File: config.mk
export PLATFORM = sky130hd
export DESIGN_NAME = if_stage_flat
export DESIGN_NICKNAME = d
export VERILOG_FILES = /design/src/rtl/if_stage_if.sv /design/src/rtl/if_stage.sv /design/src/flat_wrapper.sv
export SDC_FILE = /design/constraint.sdc
export NUM_CORES = 1
export LEC_CHECK = 0
export CORE_MARGIN = 4
export CORE_UTILIZATION = 40
export CTS_BUF_LIST = sky130_fd_sc_hd__clkbuf_8
export DETAILED_ROUTE_END_ITERATION = 16
export PLACE_DENSITY = 0.77
export SLEW_MARGIN = 0
export SYNTH_ARGS = -nofsm -noshare
export SYNTH_HDL_FRONTEND = slang
export SYNTH_SLANG_ARGS = --single-unit
File: constraint.sdc
create_clock -name clk -period 2.2 [get_ports clk]
set_clock_uncertainty 0.2 [all_clocks]
set_input_delay 0.33 -clock clk [delete_from_list [all_inputs] [get_ports clk]]
set_output_delay 0.33 -clock clk [all_outputs]
set_load 0.1 [all_outputs]
File: src/rtl/if_stage_if.sv
// Instruction-memory request/acknowledge bus between the fetch stage and imem.
interface if_stage_if;
    logic        imem_req;
    logic [31:0] imem_addr;
    logic        imem_ack;
    logic [31:0] imem_rdata;

    modport master (output imem_req, output imem_addr, input imem_ack, input imem_rdata);
    modport slave  (input imem_req, input imem_addr, output imem_ack, output imem_rdata);
endinterface

File: src/rtl/if_stage.sv
// Instruction-fetch stage: PC, imem req/ack fetch, IF/ID register with freeze and branch flush.
// Optional IF_PERF_CNT_EN adds fetch_count / stall_count performance counters.
module if_stage #(
    parameter logic [31:0] RESET_PC = 32'h0000_0000,
    parameter int unsigned PC_STEP  = 4
) (
    input  logic        clk,
    input  logic        rst,
    input  logic        freeze,
    input  logic        branch_taken,
    input  logic [31:0] branch_addr,
    if_stage_if.master  imem,
    output logic [31:0] pc_out,
    output logic [31:0] instruction_out,
    output logic        valid_out
`ifdef IF_PERF_CNT_EN
    ,
    output logic [31:0] fetch_count,
    output logic [31:0] stall_count
`endif
);

    typedef enum logic [1:0] {FETCH, HOLD, DISCARD} state_t;

    state_t      state;
    logic        req;
    logic [31:0] pc;
    logic [31:0] target;
    logic [31:0] hold_word;
    logic [31:0] pc_next;
    logic        ack_ok;

    assign pc_next        = pc + 32'(PC_STEP);
    assign ack_ok         = req & imem.imem_ack;
    assign imem.imem_req  = req;
    assign imem.imem_addr = pc;

    always_ff @(posedge clk or negedge rst) begin
        if (!rst) begin
            state           <= FETCH;
            req             <= 1'b0;
            pc              <= RESET_PC;
            target          <= '0;
            hold_word       <= '0;
            pc_out          <= '0;
            instruction_out <= '0;
            valid_out       <= 1'b0;
        end else if (branch_taken) begin
            pc_out          <= '0;
            instruction_out <= '0;
            valid_out       <= 1'b0;
            req             <= 1'b1;
            case (state)
                FETCH: begin
                    // An unacked request cannot be withdrawn; wait out its ack in DISCARD.
                    if (ack_ok) begin
                        pc <= branch_addr;
                    end else begin
                        target <= branch_addr;
                        state  <= DISCARD;
                    end
                end
                HOLD: begin
                    pc    <= branch_addr;
                    state <= FETCH;
                end
                DISCARD: begin
                    if (ack_ok) begin
                        pc    <= branch_addr;
                        state <= FETCH;
                    end else begin
                        target <= branch_addr;
                    end
                end
                default: state <= FETCH;
            endcase
        end else begin
            case (state)
                FETCH: begin
                    req <= 1'b1;
                    if (ack_ok) begin
                        pc <= pc_next;
                        if (freeze) begin
                            hold_word <= imem.imem_rdata;
                            req       <= 1'b0;
                            state     <= HOLD;
                        end else begin
                            pc_out          <= pc_next;
                            instruction_out <= imem.imem_rdata;
                            valid_out       <= 1'b1;
                        end
                    end
                end
                HOLD: begin
                    // pc already advanced at capture, so it is the buffered word's pc_out.
                    if (!freeze) begin
                        pc_out          <= pc;
                        instruction_out <= hold_word;
                        valid_out       <= 1'b1;
                        req             <= 1'b1;
                        state           <= FETCH;
                    end
                end
                DISCARD: begin
                    if (ack_ok) begin
                        pc    <= target;
                        state <= FETCH;
                    end
                end
                default: state <= FETCH;
            endcase
        end
    end

`ifdef IF_PERF_CNT_EN
    always_ff @(posedge clk or negedge rst) begin
        if (!rst) begin
            fetch_count <= '0;
            stall_count <= '0;
        end else begin
            if (state == FETCH && ack_ok && !branch_taken) fetch_count <= fetch_count + 32'd1;
            if (freeze && valid_out) stall_count <= stall_count + 32'd1;
        end
    end
`endif

endmodule

File: src/flat_wrapper.sv
// flat-port wrapper written by rule: the top's interface ports become plain ports
module if_stage_flat 
#(
    parameter logic [31:0] RESET_PC = 32'h0000_0000,
    parameter int unsigned PC_STEP  = 4
)
  (clk, rst, freeze, branch_taken, branch_addr, pc_out, instruction_out, valid_out, imem_imem_req, imem_imem_addr, imem_imem_ack, imem_imem_rdata);
  if_stage_if imem_i ();
  input  logic clk;
  input  logic rst;
  input  logic freeze;
  input  logic branch_taken;
  input  logic [31:0] branch_addr;
  output logic [31:0] pc_out;
  output logic [31:0] instruction_out;
  output logic valid_out;
  output wire logic [$bits(imem_i.imem_req)-1:0] imem_imem_req;
  output wire logic [$bits(imem_i.imem_addr)-1:0] imem_imem_addr;
  input wire logic [$bits(imem_i.imem_ack)-1:0] imem_imem_ack;
  input wire logic [$bits(imem_i.imem_rdata)-1:0] imem_imem_rdata;
  assign imem_imem_req = imem_i.imem_req;
  assign imem_imem_addr = imem_i.imem_addr;
  assign imem_i.imem_ack = imem_imem_ack;
  assign imem_i.imem_rdata = imem_imem_rdata;
  if_stage #(.RESET_PC(RESET_PC), .PC_STEP(PC_STEP)) u_core (.clk(clk), .rst(rst), .freeze(freeze), .branch_taken(branch_taken), .branch_addr(branch_addr), .imem(imem_i), .pc_out(pc_out), .instruction_out(instruction_out), .valid_out(valid_out));
endmodule
==> key figures <==
GRT
  – Pin count of the biggest net entering global routing: 56
  – Vias in the first global route: ~7100
  – Gr usage total: a little over a fifth
  – First-pass GRT wire length: about 39 mm
  – Initial antenna violation count: 0
  – Total grt overflow: 0

Run status
  – Status: complete, no violations

Floorplan
  – Site Rows: 52
  – Starting density of the core: between 40% and 50%
  – Die H: between 150 and 200 um
  – Area of the core: slightly above 20000 um^2
  – I/O pin count: approximately 170
  – Die Wd: around 150 um
  – Die Footprint: about 23000 um^2

Synth
  – Synth warn: 0
  – Synthesized instance count: approximately 850
  – Synth top area cells: dfrtp_1 (50%), mux2_2 (8.6%), nand2_1 (5.2%), nor2_1 (4.6%), a311oi_1 (4.1%)
  – Mapped Avg Cell Area: between 9 and 10 um^2
  – Seq/Total Area, Yosys: between 40% and 50%
  – Synth top area share: 49.7%
  – Synth cell types: 60
  – Yosys top cell by area: dfrtp_1
  – EDFF count, synth: 0
  – Post-synth ARST share: 100%
  – Syn nets: 916
  – Post-Syn Area: between 8000 and 9000 um^2
  – Register bit total from synthesis: ~160
  – Predominant post-synthesis flop cell: dfrtp_1

Final layout
  – Ant diodes: 0
  – Most frequent cells in the layout: buf_4 (149), dfrtp_1 (134), nand2_1 (112)
  – Fin cells: ~1300
  – Nets: 1100
  – Commonest non-fill, non-tap cell in the layout: buf_4
  – Share of layout cells above drive strength 1: 31.2%
  – Post-route cell area: ~11000 um^2
  – Area delta synth->final: 34.7%

Timing
  – Fin. Hold Viols: 0
  – Final Max Slew Viols: 0
  – Final worst path period need: approximately 2100 ps
  – Worst-margin pin slew: between 500 and 600 ps
  – Slew headroom: 66.3%
  – Fmax: between 400 and 500 MHz
  – Setup violators final: 0
  – Fin crit share: between 90% and 100%
  – Fin Setup TNS: 0 ps

Placed design
  – Port bufs: 166
  – Post-DP Area: 10600 um^2
  – Hpwl dp: ~18 mm
  – RD Place Congestion: 0.957
  – Placed Cells incl. Taps: around 1300

Detailed routing
  – Drt via density: between 5 and 6
  – Post-route ant nets: 0
  – DR WL/cell: 19.3 um
  – Total number of vias: ~7400
  – Final wirelength: 25.3 mm
  – DRT Pass-1 Iters: 5
  – DR DRC count: 0
  – DR iter-0 viols: 504

Clock tree
  – Clock transition at path regs: roughly 90 ps
  – Clock buffer depth: 2
  – Clock root buffer: clkbuf_8
  – # clock sinks: approximately 160
  – Deepest level of the CTS H-tree: 4
  – Worst-Skew Late Latency: approximately 460 ps
  – CTS Buf Count: 17
  – CTS tree: built

Critical path
  – Reg2reg start: u_core.imem.imem_addr[9]
  – R2R Setup Slk: approximately 70 ps
  – Crit path cell chain: nand3_1 -> nor4_4 -> buf_4 -> nand3_1 -> xor2_1 -> a211oi_1
  – CP Capture Type: register
  – Required time of the critical path: between 2000 and 2500 ps
  – Reg2reg path depth: 6
  – CP startpoint kind: register
  – Cell mode on critical path: nand3_1
  – Endpoint of the worst setup timing path: u_core.pc_out[16]
  – CP max stage cell: dfrtp_4
  – R2r endpoint: u_core.pc_out[16]
  – Worst EP arrival: around 2300 ps
  – Critical Path Start: u_core.imem.imem_addr[9]
  – CP max stage delay: 530 ps
  – CP max FO: 12
  – CP Class: reg2reg

Power and ir drop
  – Pleak: roughly 4.7 nW
  – Power Density: 979 nW/um^2
  – Max IR drop VDD: roughly 0.58 mV

Run
  – Max Cap Viol: 0

Min path
  – Worst hold-check path type: in2reg
-- area by class of cell --
cell class              count  area [um^2]
clock inverters            15          218
repair buffers            236         2170
well taps                 270          338
inverters                   8         30.0
flip-flops and latches    164         4210
fillers                  1776         9180
clock buffers              17          234
multi-input cells         603         3920
-- report_power, final --
group | internal [W] | switching [W]
combinational | 0.00129 | 0.00293
sequential | 0.00361 | 0.000529
clock | 0.00128 | 0.00124
-- repair_timing --
action                     4_1_cts  5_1_grt
resized for setup                0        8
setup endpoints to repair        0       19
hold endpoints to repair        56        0
setup buffers                    0        6
hold buffers                     1        0
-- routing by layer --
metal	up-vias	global-route usage, %	wire length, um
met3	52	3.90	1750
met2	306	32.2	11400
met4	0	8.58	717
met1	3583	31.9	11400
met5	-	0	0
li1	3425	-	-
-- Yosys cell counts (9+ instances only) --
master,instances
nand2_1,114
xnor2_1,15
clkbuf_1,43
xor2_1,12
buf_2,9
o22a_1,10
nor2_1,102
a211oi_1,27
nand3_1,23
a21oi_1,39
dfrtp_1,164
nor3_1,22
o21ai_0,27
mux2_2,63
or3_1,11
a311oi_1,39
nand4_1,14
buf_1,9
-- worst max-delay path, delay by kind of cell, from the launching register on --
family	cells	cell delay [ps]
buffers and inverters	1	180
AO/OA/AOI/OAI	1	220
AND/OR/NAND/NOR	3	740
flip-flops	1	530
XOR/XNOR	1	160
-- through the flow --
stage               hold WS [ps]  power, W  setup WS (ps)  utilization, %
floorplan                   -166   0.00705           -167               -
global placement             114   0.00830           71.7            52.1
detailed placement           109   0.00838           9.01            52.1
CTS                         9.49    0.0109           58.5            54.4
global route                29.3    0.0113          -27.2            54.8
finish                      42.8    0.0109           70.1            54.8
-- sequential cells by signal (all words and copies together), names as in the netlist --
signal and count:
u_core.instruction_out 32, u_core.imem.imem_req 1, u_core.hold_word 32, u_core.valid_out 1
u_core.imem.imem_addr 32, u_core.target 32, u_core.state 2, u_core.pc_out 32
-- worst min-delay path by stage --
stage	from	cells past startpoint	end
6_report	branch_taken	2	u_core.pc_out[6]
2_1_floorplan	rst	0	u_core.hold_word[0]
3_3_place_gp	rst	1	u_core.target[21]
3_5_place_dp	rst	1	u_core.target[21]
4_1_cts	branch_taken	2	u_core.pc_out[3]
5_1_grt	branch_taken	2	u_core.pc_out[6]
-- logic make-up after synthesis --
family / share of synthesized area, %
buf+inv: 4.38
xor+xnor: 2.86
fa+ha+maj: 0.152
mux: 8.71
compound gates: 15.6
flops: 49.7
simple gates: 18.6
Power figures use the tool's default switching activity.
